**config.mk**
```make
export PLATFORM = sky130hd
export DESIGN_NAME = ghost_mode_sequencer
export DESIGN_NICKNAME = d
export VERILOG_FILES = /design/src/rtl/ghost_mode_sequencer.sv
export SDC_FILE = /design/constraint.sdc
export NUM_CORES = 1
export LEC_CHECK = 0
export BUFFER_PORTS_ARGS = -buffer_cell sky130_fd_sc_hd__buf_2
export CORE_ASPECT_RATIO = 0.8
export CORE_MARGIN = 2
export CORE_UTILIZATION = 45
export CTS_CLUSTER_SIZE = 28
export DETAILED_ROUTE_END_ITERATION = 8
export SLEW_MARGIN = 10
export SYNTH_ARGS = -nofsm -noshare
export SYNTH_HDL_FRONTEND = slang
export SYNTH_SLANG_ARGS = --single-unit
```
**constraint.sdc**
```tcl
create_clock -name clk -period 3.4 [get_ports clk]
set_clock_uncertainty 0.1 [all_clocks]
set_input_delay 0.34 -clock clk [delete_from_list [all_inputs] [get_ports clk]]
set_output_delay 0.34 -clock clk [all_outputs]
set_load 0.005 [all_outputs]
```
**src/rtl/ghost_mode_sequencer.sv**
```systemverilog
// ghost_mode_sequencer: update strobe divider plus the scatter/chase phase
// schedule, frightened timer and eaten-until-home state shared by all ghosts.
// Every state change happens at COMMIT, the clock edge on which `update`
// falls, so the outputs stay steady across both `update` edges.
// Optional feature macro: FRIGHT_FLASH_EN (flash indicator near the end of
// frightened mode). When the macro is undefined, `flash` is tied to 0.
//
// Handshake note: there is no valid/ready traffic here. energizer_eaten and
// ghost_caught are single-cycle pulses captured into sticky pending flags on
// any cycle and consumed at the next COMMIT; ghost_home is a level sampled
// only at COMMIT.
module ghost_mode_sequencer #(
   parameter int UPDATE_DIV    = 6250000,
   parameter int SCATTER_LONG  = 56,
   parameter int SCATTER_SHORT = 40,
   parameter int CHASE_LEN     = 160,
   parameter int FRIGHT_LEN    = 48,
   parameter int FLASH_LEN     = 16
) (
   input  logic       clk,
   input  logic       reset,
   input  logic       game_enable,
   input  logic       energizer_eaten,
   input  logic       ghost_caught,
   input  logic       ghost_home,
   output logic       update,
   output logic [3:0] mode,
   output logic       rotate,
   output logic [2:0] phase,
   output logic       flash
);

   localparam int DIV_W = (UPDATE_DIV > 2) ? $clog2(UPDATE_DIV) : 1;
   localparam logic [DIV_W-1:0] DIV_LAST    = DIV_W'(UPDATE_DIV - 1);
   localparam logic [DIV_W-1:0] DIV_HALF_M1 = DIV_W'(UPDATE_DIV / 2 - 1);

   localparam logic [15:0] LEN_SCATTER_LONG  = 16'(SCATTER_LONG);
   localparam logic [15:0] LEN_SCATTER_SHORT = 16'(SCATTER_SHORT);
   localparam logic [15:0] LEN_CHASE         = 16'(CHASE_LEN);
   localparam logic [15:0] LEN_FRIGHT        = 16'(FRIGHT_LEN);

   // mode is the FSM state; it is exposed directly on the `mode` port
   localparam logic [3:0] MODE_CHASE   = 4'b1000;
   localparam logic [3:0] MODE_SCATTER = 4'b0100;
   localparam logic [3:0] MODE_FRIGHT  = 4'b0010;
   localparam logic [3:0] MODE_EATEN   = 4'b0001;

   logic [DIV_W-1:0] div_cnt_q, div_cnt_d;
   logic             update_q, update_d;
   logic             commit;
   logic [3:0]       mode_q, mode_d;
   logic             rotate_q, rotate_d;
   logic [2:0]       phase_q, phase_d;
   logic [15:0]      phase_timer_q, phase_timer_d;
   logic [15:0]      fright_timer_q, fright_timer_d;
   logic             pend_e_q, pend_e_d;
   logic             pend_c_q, pend_c_d;

   // Length of a scatter/chase phase; phase 7 never reloads so its value is moot
   function automatic logic [15:0] phase_len(input logic [2:0] p);
      case (p)
         3'd0, 3'd2: phase_len = LEN_SCATTER_LONG;
         3'd4, 3'd6: phase_len = LEN_SCATTER_SHORT;
         default:    phase_len = LEN_CHASE;
      endcase
   endfunction

   // Even phases scatter, odd phases (including the final phase 7) chase
   function automatic logic [3:0] phase_mode(input logic [2:0] p);
      phase_mode = p[0] ? MODE_CHASE : MODE_SCATTER;
   endfunction

   // Divider: update rises on the wrap, falls at the half point (COMMIT)
   always_comb begin
      div_cnt_d = div_cnt_q;
      update_d  = update_q;
      commit    = 1'b0;
      if (game_enable) begin
         if (div_cnt_q == DIV_LAST) begin
            div_cnt_d = '0;
            update_d  = 1'b1;
         end else begin
            div_cnt_d = div_cnt_q + 1'b1;
         end
         if (update_q && (div_cnt_q == DIV_HALF_M1)) begin
            update_d = 1'b0;
            commit   = 1'b1;
         end
      end
   end

   // Mode FSM, phase schedule, frightened timer and pending-event capture
   always_comb begin
      mode_d         = mode_q;
      rotate_d       = rotate_q;
      phase_d        = phase_q;
      phase_timer_d  = phase_timer_q;
      fright_timer_d = fright_timer_q;
      pend_e_d       = pend_e_q | energizer_eaten;
      pend_c_d       = pend_c_q | ghost_caught;
      if (commit) begin
         // a pulse landing on the COMMIT cycle itself waits for the next one
         pend_e_d = energizer_eaten;
         pend_c_d = ghost_caught;
         rotate_d = 1'b0;
         case (mode_q)
            MODE_FRIGHT: begin
               if (pend_c_q) begin
                  mode_d         = MODE_EATEN;
                  fright_timer_d = '0;
               end else if (pend_e_q) begin
                  fright_timer_d = LEN_FRIGHT;
                  rotate_d       = 1'b1;
               end else if (fright_timer_q == 16'd1) begin
                  mode_d         = phase_mode(phase_q);
                  fright_timer_d = '0;
               end else begin
                  fright_timer_d = fright_timer_q - 16'd1;
               end
            end
            MODE_EATEN: begin
               if (ghost_home) begin
                  mode_d = phase_mode(phase_q);
               end
            end
            default: begin
               // scatter or chase; the phase timer is frozen while frightened
               if (pend_e_q) begin
                  mode_d         = MODE_FRIGHT;
                  fright_timer_d = LEN_FRIGHT;
                  rotate_d       = 1'b1;
               end else if (phase_q != 3'd7) begin
                  if (phase_timer_q == 16'd1) begin
                     phase_d       = phase_q + 3'd1;
                     phase_timer_d = phase_len(phase_q + 3'd1);
                     mode_d        = phase_mode(phase_q + 3'd1);
                     rotate_d      = 1'b1;
                  end else begin
                     phase_timer_d = phase_timer_q - 16'd1;
                  end
               end
            end
         endcase
      end
   end

   // State registers with synchronous reset
   always_ff @(posedge clk) begin
      if (reset) begin
         div_cnt_q      <= '0;
         update_q       <= 1'b0;
         mode_q         <= MODE_SCATTER;
         rotate_q       <= 1'b0;
         phase_q        <= 3'd0;
         phase_timer_q  <= LEN_SCATTER_LONG;
         fright_timer_q <= '0;
         pend_e_q       <= 1'b0;
         pend_c_q       <= 1'b0;
      end else begin
         div_cnt_q      <= div_cnt_d;
         update_q       <= update_d;
         mode_q         <= mode_d;
         rotate_q       <= rotate_d;
         phase_q        <= phase_d;
         phase_timer_q  <= phase_timer_d;
         fright_timer_q <= fright_timer_d;
         pend_e_q       <= pend_e_d;
         pend_c_q       <= pend_c_d;
      end
   end

`ifdef FRIGHT_FLASH_EN
   localparam logic [15:0] LEN_FLASH = 16'(FLASH_LEN);

   logic flash_q, flash_d;

   // Flash toggles only on a plain frightened countdown inside the flash window
   always_comb begin
      flash_d = flash_q;
      if (commit) begin
         if ((mode_q == MODE_FRIGHT) && !pend_c_q && !pend_e_q &&
             (fright_timer_q != 16'd1) && (fright_timer_q <= LEN_FLASH)) begin
            flash_d = ~flash_q;
         end else begin
            flash_d = 1'b0;
         end
      end
   end

   // Flash register
   always_ff @(posedge clk) begin
      if (reset) begin
         flash_q <= 1'b0;
      end else begin
         flash_q <= flash_d;
      end
   end

   assign flash = flash_q;
`else
   assign flash = 1'b0;
`endif

   assign update = update_q;
   assign mode   = mode_q;
   assign rotate = rotate_q;
   assign phase  = phase_q;

endmodule
```
==> qor.yml <==
hold_violations: 0
dp_hpwl_um: 5890
final_core_util_pct: 50.3
vias: 3271
root_buffer: "clkbuf_8"
drive_gt1_share_pct: 10.2
rsz0062_at_grt: "false"
min_delay_path_depth: 3
wl_per_cell_um: 14.7
finalSetupTns_ns: 0
hp-class: "in -> reg"
gr-total-overflow: 0
cts_sinks: 66
grt_use_total_pct: 20.1
syn_nets: 457
layout_common_cells: "dfxtp_1 (66), nor2_1 (48), a21oi_1 (36)"
crit_family: "simple AND/OR/NAND/NOR gates"
io_pins: 16
syn_area_um2: 3600
timing.final.crit_share_pct: 88.5
wl_um: 8360
setup_viol: 0
synth.largest_area_cell: "dfxtp_1"
r2r_slack_ns: 0.39
leakage_nw: 1.37
hold_start: "energizer_eaten"
clock_latency_ns: 0.35
synth-edff-count: 0
die_h_um: 84.0
instances_no_fill: 567
max_freq_mhz: 333
startpoint_type: "flop"
syn2layout_area_growth_pct: 9.53
fin_area_um2: 3940
portBuffers: 14
synth-seq-cells: 66
drt_first_pass_iters: 4
cts_hold_buffers: 0
cts_resized: 0
drc_errors: 0
placed_cells: 551
ys_seq_area_share_pct: 36.7
die_x_um: 104
die_area_um2: 8730
grt_max_degree: 24
grt_pass1_wl_um: 14600
dp_slack_ns: 0.431
start_util_pct: 45.9
path_clk_slew_ns: 0.07
netlist_instances: 442
critPathKind: "reg -> reg"
reg2reg_from: "div_cnt_q[4]"
grt_pass1_vias: 3051
final_max_slew_viol_count: 0
worst_slack_ns: 0.393
numCtsBuffers: 9
cp_slowest_stage_delay_ns: 0.63
crit_path_end_kind: "flop"
max-slew-margin-rel_pct: 43.7
ir_worst_vdd_uv: 221
diodes: 0
synth_area_per_cell_um2: 8.14
h-tree-depth: 3
synth_ff_type: "dfxtp_1"
vias_per_cell: 5.77
cp_num_buf_inv: 1
num_rows: 29
mostFrequentLayoutCell: "dfxtp_1"
place_area_um2: 3770
rr_worst_depth: 6
cp.arrival_ns: 3.18
crit_slowest_cell: "or4_1"
fin_nets: 469
powerDensity_nw_per_um2: 358
critical_path.max_fanout: 14
min_period_ns: 3.01
antenna_found_initial: 0
gp_congestion: 0.855
clk_path_buf_depth: 2
crit_top_cell: "or3_1"
synthArstFlopShare_pct: 0
synth_top_area_share_pct: 36.7
drt_iter0_markers: 152
design.core.area_um2: 7840
ant_nets: 0
worstPathRequired_ns: 3.58
drv_cap: 0
yosysWarnings: 0
cts_tree: "built"
tightest_slew_ns: 0.836
cts_setup_buffers: 0
synth_cell_types: 57
netlist_top_cells_area: "dfxtp_1 (37%), a21oi_1 (5.0%), nor2_1 (5.0%)"
min_to: "pend_e_q"
timing.rr.end: "phase[1]"
path_cells: "or4_4 > or4_1 > or3_1 > buf_4 > or3_1 > a21oi_1"
status: "finished, final reports clean"
-- worst max-delay path by stage --
stage | startpoint | endpoint | slack [ns] | depth (start not counted)
floorplan | div_cnt_q[4] | phase_timer_q[15] | 0.52 | 8
detailed placement | div_cnt_q[4] | phase[1] | 0.43 | 6
global route | div_cnt_q[4] | phase_timer_q[11] | 0.23 | 5
CTS | div_cnt_q[4] | phase[1] | 0.41 | 6
finish | div_cnt_q[4] | phase[1] | 0.39 | 6
global placement | div_cnt_q[4] | phase_timer_q[14] | 0.48 | 5
-- synthesized netlist by cell type, types with 10 or more instances --
master / instances
xnor2_1: 18
or4_1: 15
nand3_1: 16
dfxtp_1: 66
inv_1: 13
nand2_1: 24
nor2_1: 48
nor4_1: 15
o31ai_1: 10
nor3_1: 16
nand4_1: 11
o21ai_0: 22
or3_1: 18
clkbuf_1: 16
a21oi_1: 36
-- worst min-delay path: cells and delay by family --
kind / cells / cell delay, ns
buffers and inverters: 1 / 0.07
and+or+nand+nor: 1 / 0.06
AOI/OAI and AO/OA: 1 / 0.03
-- where the power goes --
| part | internal [W] | switching (W) | total (W) |
|---|---|---|---|
| logic | 0.0000126 | 0.0000259 | 0.0000386 |
| clock network | 0.000281 | 0.000310 | 0.000590 |
| registers | 0.000777 | 0.00000614 | 0.000783 |
-- registers in the layout, indices dropped and copies added, names as in the netlist, 3 cells and up --
name and cells:
phase_timer_q 16, fright_timer_q 16, mode 4, phase 3, div_cnt_q 23
-- through the flow --
| stage | total power (W) | hold WS, ns |
|---|---|---|
| after global placement | 0.000839 | 0.343 |
| final | 0.00141 | 0.100 |
| after floorplan | 0.000828 | 0.348 |
| after global routing | 0.00146 | 0.113 |
| after CTS | 0.00143 | 0.0872 |
| after detailed placement | 0.000839 | 0.367 |
-- cells by family (layout without fill, tap and decap cells) --
| group | Yosys count | after routing | synth area share [%] |
|---|---|---|---|
| and+or+nand+nor | 209 | 209 | 32.8 |
| AOI/OAI and AO/OA | 92 | 92 | 15.6 |
| DFF | 66 | 66 | 36.7 |
| buffers and inverters | 34 | 51 | 3.97 |
| xor gates and xnor gates | 27 | 27 | 6.57 |
| adders and majority gates | 9 | 9 | 3.13 |
| muxes | 4 | 4 | 1.15 |
| other | 1 | 1 | 0.104 |
-- cell type report --
cell class / instances / area, µm²
Sequential cell: 66 / 1320
Inverter: 13 / 48.8
Clock inverter: 5 / 30.0
Multi-Input combinational cell: 342 / 2130
Fill cell: 784 / 3900
Tap cell: 108 / 135
Clock buffer: 11 / 141
Timing Repair Buffer: 22 / 130
-- layer usage --
layer | routed length [µm] | GRT usage, %
met5 | 0 | 0
met4 | 105 | 6.02
met1 | 4270 | 28.1
met3 | 298 | 4.22
met2 | 3690 | 31.2
Note: power is estimated with default switching activity, not from simulation.
